$ cat src/rtl/cpu_pkg.sv
// Shared definitions for the memory-stage access unit: FSM states, funct3
// encodings for loads/stores, and the access legality check.
package cpu_pkg;

    typedef enum logic [1:0] {
        IDLE = 2'b00,
        REQ  = 2'b01,
        WAIT = 2'b10,
        DONE = 2'b11
    } mau_state_e;

    localparam logic [2:0] F3_LB  = 3'b000;
    localparam logic [2:0] F3_LH  = 3'b001;
    localparam logic [2:0] F3_LW  = 3'b010;
    localparam logic [2:0] F3_LBU = 3'b100;
    localparam logic [2:0] F3_LHU = 3'b101;
    localparam logic [2:0] F3_SB  = 3'b000;
    localparam logic [2:0] F3_SH  = 3'b001;
    localparam logic [2:0] F3_SW  = 3'b010;

    localparam logic [1:0] RESULT_SRC_MEM = 2'b01;

    // Stores only exist for sizes 000..010, so the unsigned load encodings fault as stores.
    function automatic logic access_fault(input logic [2:0] funct3,
                                          input logic [1:0] byte_off,
                                          input logic       is_store);
        logic f;
        case (funct3)
            F3_LB:   f = 1'b0;
            F3_LH:   f = byte_off[0];
            F3_LW:   f = (byte_off != 2'b00);
            F3_LBU:  f = is_store;
            F3_LHU:  f = is_store | byte_off[0];
            default: f = 1'b1;
        endcase
        return f;
    endfunction

endpackage

$ cat src/rtl/load_extend.sv
// Selects the addressed byte/half of a read word and sign- or zero-extends it.
module load_extend
    import cpu_pkg::*;
(
    input  logic [31:0] rdata,
    input  logic [2:0]  funct3,
    input  logic [1:0]  byte_off,
    output logic [31:0] data
);

    logic [7:0]  byte_sel;
    logic [15:0] half_sel;

    always_comb begin
        byte_sel = rdata[7:0];
        case (byte_off)
            2'd0: byte_sel = rdata[7:0];
            2'd1: byte_sel = rdata[15:8];
            2'd2: byte_sel = rdata[23:16];
            2'd3: byte_sel = rdata[31:24];
            default: byte_sel = rdata[7:0];
        endcase
        half_sel = byte_off[1] ? rdata[31:16] : rdata[15:0];

        case (funct3)
            F3_LB:   data = {{24{byte_sel[7]}}, byte_sel};
            F3_LH:   data = {{16{half_sel[15]}}, half_sel};
            F3_LBU:  data = {24'h0, byte_sel};
            F3_LHU:  data = {16'h0, half_sel};
            default: data = rdata;
        endcase
    end

endmodule

$ cat src/rtl/mem_access_unit.sv
// Memory-stage data bus master: one load or store per request, stalling the
// pipeline until the bus handshake completes; misaligned/illegal accesses fault.
module mem_access_unit
    import cpu_pkg::*;
(
    input  logic        clk,
    input  logic        reset,
    input  logic [31:0] alu_resultM,
    input  logic [31:0] write_dataM,
    input  logic [2:0]  funct3M,
    input  logic [1:0]  result_srcM,
    input  logic        mem_write_enM,
    output logic        dmem_req,
    output logic        dmem_we,
    output logic [31:0] dmem_addr,
    output logic [3:0]  dmem_be,
    output logic [31:0] dmem_wdata,
    input  logic        dmem_ready,
    input  logic        dmem_rvalid,
    input  logic [31:0] dmem_rdata,
    output logic [31:0] read_dataM,
    output logic        stallM,
    output logic        misaligned_excM
);

    mau_state_e state, state_next;

    logic        is_store;
    logic        pending;
    logic        fault;
    logic        legal;

    logic [29:0] addr_q;
    logic [1:0]  off_q;
    logic [2:0]  funct3_q;
    logic        we_q;
    logic [3:0]  be_q;
    logic [31:0] wdata_q;
    logic [31:0] read_q;

    logic [3:0]  st_be;
    logic [31:0] st_wdata;
    logic [31:0] ext_data;

    assign is_store = mem_write_enM;
    assign pending  = mem_write_enM | (result_srcM == RESULT_SRC_MEM);
    assign fault    = pending & access_fault(funct3M, alu_resultM[1:0], is_store);
    assign legal    = pending & ~fault;

    always_comb begin
        st_be    = 4'b1111;
        st_wdata = write_dataM;
        case (funct3M)
            F3_SB: begin
                st_be    = 4'b0001 << alu_resultM[1:0];
                st_wdata = {4{write_dataM[7:0]}};
            end
            F3_SH: begin
                st_be    = 4'b0011 << alu_resultM[1:0];
                st_wdata = {2{write_dataM[15:0]}};
            end
            F3_SW: begin
                st_be    = 4'b1111;
                st_wdata = write_dataM;
            end
            default: begin
                st_be    = 4'b1111;
                st_wdata = write_dataM;
            end
        endcase
    end

    load_extend u_load_extend (
        .rdata    (dmem_rdata),
        .funct3   (funct3_q),
        .byte_off (off_q),
        .data     (ext_data)
    );

    always_ff @(posedge clk or negedge reset) begin
        if (!reset) state <= IDLE;
        else        state <= state_next;
    end

    always_comb begin
        state_next = state;
        case (state)
            IDLE: if (legal)       state_next = REQ;
            REQ:  if (dmem_ready)  state_next = we_q ? DONE : WAIT;
            WAIT: if (dmem_rvalid) state_next = DONE;
            DONE:                  state_next = IDLE;
            default:               state_next = IDLE;
        endcase
    end

    always_comb begin
        dmem_req        = (state == REQ);
        dmem_we         = (state == REQ) & we_q;
        stallM          = ((state == IDLE) & legal) | (state == REQ) | (state == WAIT);
        misaligned_excM = (state == IDLE) & fault;
    end

    always_ff @(posedge clk or negedge reset) begin
        if (!reset) begin
            addr_q   <= '0;
            off_q    <= '0;
            funct3_q <= '0;
            we_q     <= 1'b0;
            be_q     <= '0;
            wdata_q  <= '0;
            read_q   <= '0;
        end else begin
            if (state == IDLE && legal) begin
                addr_q   <= alu_resultM[31:2];
                off_q    <= alu_resultM[1:0];
                funct3_q <= funct3M;
                we_q     <= is_store;
                be_q     <= is_store ? st_be : 4'b1111;
                wdata_q  <= is_store ? st_wdata : '0;
            end
            if (state == WAIT && dmem_rvalid) begin
                read_q <= ext_data;
            end
        end
    end

    assign dmem_addr  = {addr_q, 2'b00};
    assign dmem_be    = be_q;
    assign dmem_wdata = wdata_q;
    assign read_dataM = read_q;

endmodule

$ cat config.mk
export PLATFORM = sky130hd
export DESIGN_NAME = mem_access_unit
export DESIGN_NICKNAME = d
export VERILOG_FILES = /design/src/rtl/cpu_pkg.sv /design/src/rtl/load_extend.sv /design/src/rtl/mem_access_unit.sv
export SDC_FILE = /design/constraint.sdc
export NUM_CORES = 1
export LEC_CHECK = 0
export BUFFER_PORTS_ARGS = -buffer_cell sky130_fd_sc_hd__buf_2
export CAP_MARGIN = 30
export CORE_ASPECT_RATIO = 2
export CORE_UTILIZATION = 40
export CTS_BUF_LIST = sky130_fd_sc_hd__clkbuf_8
export CTS_CLUSTER_DIAMETER = 120
export CTS_CLUSTER_SIZE = 24
export DETAILED_ROUTE_END_ITERATION = 8
export GPL_ROUTABILITY_DRIVEN = 1
export PLACE_DENSITY = 0.72
export SYNTH_ARGS = -nofsm -noshare
export SYNTH_HDL_FRONTEND = slang
export SYNTH_SLANG_ARGS = --single-unit
$ cat constraint.sdc
create_clock -name clk -period 1.9 [get_ports clk]
set_input_delay 0.38 -clock clk [delete_from_list [all_inputs] [get_ports clk]]
set_output_delay 0.38 -clock clk [all_outputs]
set_load 0.1 [all_outputs]
# Yosys cells after proc, flatten, opt, wreduce, memory -nomap -nowiden
# Index checks and enable logic that the tools add are counted.
dict set report classes {
  n_reduce_logical 8
  n_mux 13
  shifts 2
  eq_ne 17
  n_bitwise 10
}
# operator n
set op_table {}
lappend op_table {{$pmux 32 s4} 1}
lappend op_table {{$pmux 32 s2} 1}
lappend op_table {{$mux 32} 1}
lappend op_table {{$pmux 8 s4} 1}
lappend op_table {{$mux 16} 1}
lappend op_table {{$eq 3x3->1 const B} 4}
lappend op_table {{$eq 2x2->1 const B} 4}
lappend op_table {{$pmux 2 s4} 1}
lappend op_table {{$pmux 4 s2} 1}
lappend op_table {{$eq 2x1->1 const B} 3}
lappend op_table {{$eq 3x1->1 const B} 2}
lappend op_table {{$logic_not 3->1} 2}
lappend op_table {{$mux 2} 3}
lappend op_table {{$and 1x1->1} 5}
lappend op_table {{$pmux 1 s5} 1}
lappend op_table {{$logic_not 2->1} 2}
lappend op_table {{$mux 4} 1}
lappend op_table {{$ne 2x2->1 const B} 2}
lappend op_table {{$or 1x1->1} 4}
lappend op_table {{$shl 1x2->4 const A} 1}
lappend op_table {{$shl 2x2->4 const A} 1}
lappend op_table {{$eq 3x2->1 const B} 1}
lappend op_table {{$reduce_and 3->1} 1}
lappend op_table {{$logic_and 1x1->1} 2}
lappend op_table {{4 further kinds} 4}
dict set report totals {
  register_bits 106
  word_cells 58
}

# Longest topological paths before layout
# Gate-level depths: netlist of the first run.
dict set report depth {
  depth_word 8
  ltp_mapped 8
  depth_no_buf 6
}

# Modules after synthesis
# From an unflattened synthesis of the first run, not the netlist that was laid out.
dict set report hier_totals {
  cells_unflattened 474
  area_unflattened_um2 5114.9
}
# mod cells_each n_inst seq_area_each_um2 area_each_um2
set by_module_without_submodules {}
lappend by_module_without_submodules {mem_access_unit 364 1 2652.5 4465.5}
lappend by_module_without_submodules {load_extend 110 1 0.0 649.4}

# Worst setup path before layout of the first run
# No wires, ideal clock.
dict set report synth_timing {
  path_kind {input to output}
  start {in alu_resultM[0]}
  end {out misaligned_excM}
  n_path_buf 1
  t_required_ns 1.520
  t_arrival_ns 2.833
  stages 3
  slack_ns -1.313
  cell_sequence {clkbuf_1 > a221oi_2 > nor3_1}
}
dict set report synth_via {
  elab_chain_cells 4
  word_cells_on_any_way 5
}
# item line
set synth_rtl {}
lappend synth_rtl {{start: declaration} mem_access_unit.sv:8} ;# input logic [31:0] alu_resultM,
lappend synth_rtl {{$or 1x1->1 / $reduce_bool 2->1 (equally long branches)} {cpu_pkg.sv:33, cpu_pkg.sv:31}}
lappend synth_rtl {{$pmux 1 s5 *} cpu_pkg.sv:28} ;# case (funct3)
lappend synth_rtl {{$and 1x1->1 *} mem_access_unit.sv:47} ;# assign fault = pending & access_fault(funct3M, alu_resultM[1:0], is_store);
lappend synth_rtl {{$and 1x1->1 *} mem_access_unit.sv:100} ;# misaligned_excM = (state == IDLE) & fault;
lappend synth_rtl {{end: declaration} mem_access_unit.sv:23} ;# output logic misaligned_excM
# Every way passes the cells marked *; elsewhere a longest branch is shown, timed or not.

# Final worst setup path of the first run
dict set report layout_timing {
  start {reg state[1]}
  end {out misaligned_excM}
}
dict set report layout_via {
  elab_chain_cells 2
}
# item line
set layout_rtl {}
lappend layout_rtl {{start: declaration} mem_access_unit.sv:26} ;# mau_state_e state, state_next;
lappend layout_rtl {{start signal: assignment} mem_access_unit.sv:82} ;# else state <= state_next;
lappend layout_rtl {{$logic_not 2->1} mem_access_unit.sv:100}
lappend layout_rtl {{$and 1x1->1} mem_access_unit.sv:100}
# Every way passes these cells.

==> results of run 1 <==
-- area by class of cell --
type                    instances  area, um2  share of cell area
flip-flops and latches        106       2650               0.383
clock inverters                 5       38.8             0.00561
well taps                     152        190              0.0275
repair buffers                237       1410               0.204
clock buffers                  10        138              0.0199
multi-input cells             330       2460               0.356
inverters                       7       26.3             0.00380
-- logic make-up (layout without fill, tap and decap cells) --
family / after synthesis / count (layout) / share of synthesized area
AND/OR/NAND/NOR: 156 / 156 / 0.140
other: 1 / 2 / 0.000712
multiplexers: 69 / 69 / 0.169
AO/OA/AOI/OAI: 100 / 100 / 0.135
flip-flops: 106 / 106 / 0.504
buffers and inverters: 46 / 259 / 0.0442
adder cells (fa/ha/maj): 3 / 3 / 0.00713
-- Yosys cell counts (2+ instances only) --
cell type and number:
mux2_4 35, nor2_1 10, nand3_1 35, o21ai_0 12
o21ai_1 25, mux2_1 7, dfrtp_1 106, o31ai_1 16
and2_1 2, nand2b_1 2, nand3b_1 8, buf_2 6
o22ai_1 2, a21o_1 2, nand2_1 79, clkbuf_1 25
o221a_2 7, a31oi_1 2, a21oi_1 4, a21oi_2 8
buf_6 6, and3b_1 7, mux2i_1 25, nor3_1 8
a211oi_1 7, ha_1 3, buf_4 2, inv_1 6
o211ai_1 8
-- final timing paths --
| kind | cells past startpoint | slack, ps | to |
|---|---|---|---|
| setup / recovery | 5 | 30 | misaligned_excM |
| hold reg to reg | 2 | 490 | read_dataM[7]$_DFFE_PN0P_ |
| hold / removal | 2 | 60 | addr_q[24]$_DFFE_PN0P_ |
| min in group clk | 2 | 240 | addr_q[25]$_DFFE_PN0P_ |
| max in group asynchronous | 2 | 1400 | addr_q[4]$_DFFE_PN0P_ |
| setup reg to reg | 4 | 110 | read_dataM[1]$_DFFE_PN0P_ |
-- repair_timing --
action,4_1_cts,5_1_grt
hold endpoints to repair,0,0
endpoints found under the setup margin,3,2
buffers inserted,2,1
pin swaps,2,0
resized for setup,4,2
gates cloned,0,0
-- metrics by stage --
step,instance area (um2),cells
floorplan,5360,482
global placement,6710,829
detailed placement,6710,829
CTS,6910,846
global route,6920,847
finish,6920,847
-- sequential cells by signal (all words and copies together), names as in the netlist --
name	flops
read_dataM	32
off_q	2
dmem_wdata	32
we_q	1
addr_q	30
dmem_be	4
funct3_q	3
state	2
-- per-layer routing --
metal | up-vias | routed length [um] | global-route usage
li1 | 2125 | - | -
met4 | 0 | 859 | 0.144
met5 | - | 0 | 0
met2 | 209 | 8470 | 0.413
met1 | 2204 | 5160 | 0.227
met3 | 47 | 753 | 0.0377
==> impl_metrics.yaml, run 1 <==
critical_path:
  path_delay_family: "flip-flops"
  worst_path_max_delay_cell: "dfrtp_1"
  r2r-start: "off_q[0]$_DFFE_PN0P_"
  crit_buf_inv: 2
  setup.worst_path.end_class: "output port"
  crit_path_max_incr_delay_ps: 420
  crit_path_start: "state[1]$_DFFE_PN0P_"
  required_ps: 1520
  startpoint_type: "register"
  crit_chain: "inv_2, ha_4, o21ai_2, nor3_4, buf_12"
  criticalPathCategory: "reg -> out"
  worstPathArrival_ps: 1490
  cp_max_fo: 4
die:
  io_pins: 210
  die_area_um2: 13700
  chipWidth_um: 83.1
  core_area_um2: 12900
  fp.dieH_um: 164
  std_cell_rows: 59
  initial_core_util: 0.407
clocking:
  cts_buffers: 9
  clk_pin_slew_ps: 110
  cts_buffer_depth: 2
  cts_tree: "yes"
  root_buffer: "clkbuf_8"
  clk_latency_ps: 360
  cts_hold_buf: 0
  h-tree-depth: 3
  cts_sinks: 106
grt:
  grt_antenna_before_repair: 0
  grt_pass1_wl_mm: 23.5
  first_global_vias: 4628
  gr-usage-all-layers: 0.223
  grt_max_degree: 107
  gr-total-overflow: 0
min_path:
  min_path_type: "in -> async"
synthesis:
  yosysTopAreaCell: "dfrtp_1"
  syn-cell-area_um2: 5260
  ys_top_cells_by_area: "dfrtp_1, mux2_4, nand2_1"
  ys_seq_elements: 106
  yosysWarnings: 0
  synth_ff_type: "dfrtp_1"
  synthCells: 481
  synth_edf_count: 0
  yosysTopAreaCellShare: 0.504
  ys_types: 45
  seq_area_frac_synth: 0.504
  synthArstFlopShare: 1.00
  synth.avg_cell_area_um2: 10.9
placed_design:
  portBuffers: 207
  dpl_worst_slack_ps: 24.8
  gp_congestion: 0.863
  dp_hpwl_mm: 11.8
timing:
  hold_viol_final: 0
  finalCritPeriodShare: 0.982
  fin_ws_ps: 34.0
  rsz0062_at_grt: "yes"
  finalSetupTns_ps: 0
  worstMarginPinSlew_ps: 569
  slew_headroom: 0.621
  drv_slew: 0
  fmax_mhz: 536
  finClkSkew_ps: 10.6
  period_needed_ps: 1870
  timing.hold.ws_ps: 64.3
  setup_viol: 0
routing:
  drc: 0
  avgViaCountPerCell: 5.41
  drtAntennaViolNets: 0
  drt-initial-drc-count: 162
  first_pass_iters: 4
  wl_per_cell_um: 18.0
  wirelength_mm: 15.2
  vias: 4585
layout:
  final_cell_mix: "buf_2, dfrtp_1, nand2_1, mux2_4, nand3_1"
  layout.nets: 800
  fin_util: 0.535
  drive_gt1_frac: 0.465
  fillers: 1145
  n_antenna_cell: 0
  final_common_cell: "buf_2"
  area_growth_pct: 31.4
outcome:
  outcome: "finished, final reports clean"
run:
  max-cap-violations: 0
Power of run 1 is not shown: default switching activity piles up to over one toggle a cycle in this logic, so the estimate is an artifact.
==> run 2, diff against run 1 <==
- CORE_UTILIZATION: 40 -> 45
- PLACE_DENSITY: 0.72 -> 0.79
- SKIP_CTS_REPAIR_TIMING: default -> 1
==> run 2 against run 1 <==
  * The run now ends with setup timing left
  * First-iteration DRC count grew 36%
  * Final area grew 0.38%
  * Final cell count shrank 0.71%
  * Count of clock-buffer cells in the layout shrank 1
  * Non-clock buffer count grew 4
  * Worst hold slack gained 180 ps
  * Clock skew shrank 2.3 ps
  * Critical endpoint unchanged
==> impl_metrics.yaml, run 2 (synthesis results as in run 1) <==
routing:
  vias: 4661
  first_pass_iters: 7
  drtAntennaViolNets: 0
  wirelength_mm: 15.3
  wl_per_cell_um: 18.2
  drt-initial-drc-count: 220
  drc: 0
  avgViaCountPerCell: 5.54
timing:
  finalCritPeriodShare: 1.01
  hold_viol_final: 0
  period_needed_ps: 1910
  slew_headroom: 0.655
  fin_ws_ps: -10.1
  fmax_mhz: 524
  drv_slew: 0
  setup_viol: 1
  worstMarginPinSlew_ps: 522
  finClkSkew_ps: 8.27
  rsz0062_at_grt: "yes"
layout:
  fillers: 936
  final_common_cell: "buf_2"
  area_growth_pct: 31.9
  layout.nets: 804
  final_cell_area_um2: 6940
  drive_gt1_frac: 0.462
  n_antenna_cell: 0
  final_cell_mix: "buf_2, dfrtp_1, nand2_1, mux2_4, nand3_1"
placed_design:
  gp_congestion: 0.935
  place_area_um2: 6680
  dp_hpwl_mm: 11.8
  portBuffers: 207
critical_path:
  criticalPathCategory: "reg -> out"
  r2r-end: "read_dataM[0]$_DFFE_PN0P_"
  r2r-start: "state[0]$_DFFE_PN0P_"
  setup.worst_path.end_class: "output port"
  reg2reg_slack_ps: 110
  required_ps: 1520
  cp_max_fo: 4
  startpoint_type: "register"
  rr_worst_depth: 8
  worstPathArrival_ps: 1530
run:
  max-cap-violations: 0
grt:
  first_global_vias: 4646
  grt_pass1_wl_mm: 23.5
  gr-usage-all-layers: 0.255
  grt_max_degree: 71
  gr-total-overflow: 0
  grt_antenna_before_repair: 0
clocking:
  cts_sinks: 106
  clk_pin_slew_ps: 100
  root_buffer: "clkbuf_8"
  cts_tree: "yes"
  cts_buffer_depth: 2
  cts_buffers: 9
  h-tree-depth: 3
  clk_latency_ps: 350
die:
  initial_core_util: 0.464
  die_area_um2: 12200
  fp.dieH_um: 155
  chipWidth_um: 78.5
  std_cell_rows: 55
  core_area_um2: 11400
  io_pins: 210
min_path:
  min_path_cells: 2
  min_from: "alu_resultM[3]"
  hold_end: "addr_q[1]$_DFFE_PN0P_"
  min_path_type: "in -> reg"
outcome:
  failed_checks: "setup timing"
  outcome: "finished with violations"
==> run 2: worst max-delay path, stage by stage, from the launching register on <==
cell	delay, ps
dfrtp_1	440
inv_2	100
ha_4	170
o21ai_2	70
nor3_4	180
buf_12	210
==> run 2: how the worst max path moves through the flow <==
stage	endpoint	cells past startpoint	slack, ps	from
2_1_floorplan	stallM	6	-50	alu_resultM[0]
3_3_place_gp	addr_q[14]$_DFFE_PN0P_	5	70	alu_resultM[0]
3_5_place_dp	addr_q[8]$_DFFE_PN0P_	5	10	funct3M[2]
4_1_cts	misaligned_excM	5	-170	state[1]$_DFFE_PN0P_
5_1_grt	misaligned_excM	5	-90	state[0]$_DFFE_PN0P_
6_report	misaligned_excM	5	-10	state[0]$_DFFE_PN0P_
==> run 2: layer usage <==
metal,GRT usage,vias to the layer above,part of all wire
met5,0,-,0
met4,0.179,0,0.065
met3,0.0399,48,0.052
met2,0.460,226,0.54
met1,0.264,2255,0.34
li1,-,2132,-
==> run 2: final cells by class <==
cell class                      instances  area, um2  area share
Clock buffer                            9        124      0.0178
Clock inverter                          6       61.3     0.00883
Inverter                                7       28.8     0.00414
Multi-Input combinational cell        330       2470       0.355
Sequential cell                       106       2650       0.382
Tap cell                              142        178      0.0256
Timing Repair Buffer                  241       1430       0.206
==> run 2: metrics by stage <==
step,hold slack (ps),setup WS [ps],setup TNS [ps],cells,utilization
after global placement,360,71.2,0,818,0.588
after floorplan,84.4,-51.5,-93.9,482,-
after global routing,221,-89.9,-164,841,0.612
final,248,-10.1,-10.1,841,0.612
after detailed placement,367,13.2,0,818,0.588
after CTS,-34.5,-172,-327,833,0.604
Power of run 2 is left out for the same reason.
==> run 3, diff against run 2 <==
- ABC_AREA: default -> 1
- GPL_TIMING_DRIVEN: default -> 1
==> run 3 against run 2 <==
  * Critical path type unchanged
  * Global-route usage is 0.84 points higher
  * Worst setup slack got worse by 94 ps
  * Maximum frequency is 4.7% lower
  * The run still ends with setup timing left
  * Core utilization fell by 1.5 points
  * Final area is 3.0% lower
  * Highest routed layer unchanged
  * Die area is 1.6% lower
  * Register-to-register slack gained 20 ps
  * Clock skew shrank 0.86 ps
  * Largest cell class unchanged
==> impl_metrics.yaml, run 3 <==
outcome:
  outcome: "finished with violations"
  failed_checks: "setup timing"
grt:
  gr-usage-all-layers: 0.264
  gr-total-overflow: 0
  grt_antenna_before_repair: 0
  first_global_vias: 5084
  grt_pass1_wl_mm: 24.3
  grt_max_degree: 107
critical_path:
  startpoint_type: "register"
  worst_path_max_delay_cell: "dfrtp_1"
  r2r-end: "addr_q[14]$_DFFE_PN0P_"
  worstPathArrival_ps: 1620
  setup.worst_path.end_class: "output port"
  cp_common_cell: "inv_2"
  criticalPathCategory: "reg -> out"
  reg2reg_slack_ps: 130
  required_ps: 1520
  crit_path_max_incr_delay_ps: 420
  cp_max_fo: 4
  r2r-start: "state[0]$_DFFE_PN0P_"
  crit_buf_inv: 3
  crit_chain: "inv_2, ha_4, inv_2, a21oi_4, nand2_2, nand3_2, buf_12"
  path_delay_family: "flip-flops"
  rr_worst_depth: 10
timing:
  setup_viol: 3
  slew_headroom: 0.593
  rsz0062_at_grt: "yes"
  drv_slew: 0
  finClkSkew_ps: 7.41
  worstMarginPinSlew_ps: 610
  period_needed_ps: 2000
  fin_ws_ps: -104
  finalSetupTns_ps: -189
  hold_viol_final: 0
  finalCritPeriodShare: 1.05
  fmax_mhz: 499
clocking:
  cts_sinks: 106
  root_buffer: "clkbuf_8"
  clk_pin_slew_ps: 100
  cts_buffers: 9
  cts_tree: "yes"
  cts_buffer_depth: 2
  h-tree-depth: 3
  clk_latency_ps: 360
min_path:
  min_path_type: "in -> async"
synthesis:
  ys_top_cells_by_area: "dfrtp_1, nand2_1, o21ai_0"
  synth_xor_area_frac: 0
  seq_area_frac_synth: 0.512
  synthAdderAreaFrac: 0.00725
  synth_edf_count: 0
  synth_compound_area_frac: 0.111
  synth.avg_cell_area_um2: 7.60
  yosysWarnings: 0
  yosysTopAreaCell: "dfrtp_1"
  synth_top_family_by_area: "simple AND/OR/NAND/NOR gates"
  yosys.cell_count.top_type: "nand2_1"
  synthArstFlopShare: 1.00
  yosysTopAreaCellShare: 0.512
  ys_types: 26
  synthMuxAreaShare: 0
  ys_seq_elements: 106
  synth_simple_gate_area_frac: 0.292
  synth_common_cells: "nand2_1, dfrtp_1, inv_1, o21ai_0, a21oi_1"
  synth_ff_type: "dfrtp_1"
  synthCells: 681
  syn-cell-area_um2: 5180
placed_design:
  dp_hpwl_mm: 11.5
  portBuffers: 207
  gp_congestion: 0.948
  dp.cells: 1023
routing:
  drc: 0
  drt-initial-drc-count: 205
  wirelength_mm: 15.3
  avgViaCountPerCell: 4.96
  first_pass_iters: 6
  vias: 5161
  wl_per_cell_um: 14.7
  drtAntennaViolNets: 0
layout:
  fin_util: 0.597
  final_cell_mix: "nand2_1, buf_2, dfrtp_1, inv_1, o21ai_0"
  stdcell_count: 1041
  final_common_cell: "nand2_1"
  area_growth_pct: 30.1
  drive_gt1_frac: 0.325
  n_antenna_cell: 0
  layout.nets: 1006
run:
  max-cap-violations: 0
die:
  fp.dieH_um: 154
  die_area_um2: 12000
  initial_core_util: 0.459
  io_pins: 210
  core_area_um2: 11300
  chipWidth_um: 77.8
  std_cell_rows: 55
run 3: worst max-delay path by stage:
stage                         start                     end  slack (ps)  cells past startpoint
2_1_floorplan  state[0]$_DFFE_PN0P_                  stallM        -170                      8
3_3_place_gp         alu_resultM[0]  dmem_be[3]$_DFFE_PN0P_         180                      8
3_5_place_dp         alu_resultM[0]    off_q[0]$_DFFE_PN0P_         130                      9
4_1_cts        state[0]$_DFFE_PN0P_         misaligned_excM        -270                      7
5_1_grt        state[0]$_DFFE_PN0P_                  stallM        -180                      7
6_report       state[0]$_DFFE_PN0P_                  stallM        -100                      7
run 3: logic make-up after synthesis:
logic type,Yosys count
adder cells (fa/ha/maj),3
AND/OR/NAND/NOR,372
AO/OA/AOI/OAI,109
buffers and inverters,90
other,1
flip-flops,106
run 3: worst register-to-register path: stages, from the launching register on:
cell and delay [ps]:
dfrtp_1 420, inv_2 120, ha_4 150, inv_2 40, a21oi_4 150, nand2_2 110, buf_4 150, buf_4 150
buf_4 220, nand2_1 120, nand2_1 60
run 3: metrics by stage:
step	worst slack (ps)	hold WS (ps)	area [um2]
after floorplan	-166	84.4	5200
after global placement	182	458	6510
after detailed placement	132	460	6510
after CTS	-272	95.9	6660
after global routing	-183	97.3	6730
final	-104	42.2	6730
run 3: routing by layer:
layer,track usage,up-vias,share of wire
met5,0,-,0
li1,-,2554,-
met1,0.267,2378,0.35
met4,0.151,0,0.049
met3,0.0427,45,0.049
met2,0.496,184,0.55
run 3: layout make-up:
class,count,area (um2)
sequential,106,2650
inverter,57,218
multi-input combinational,486,2180
tap,142,178
fill,1099,4550
timing repair buffer,237,1350
clock inverter,4,30.0
clock buffer,9,124
Power of run 3 is left out for the same reason.
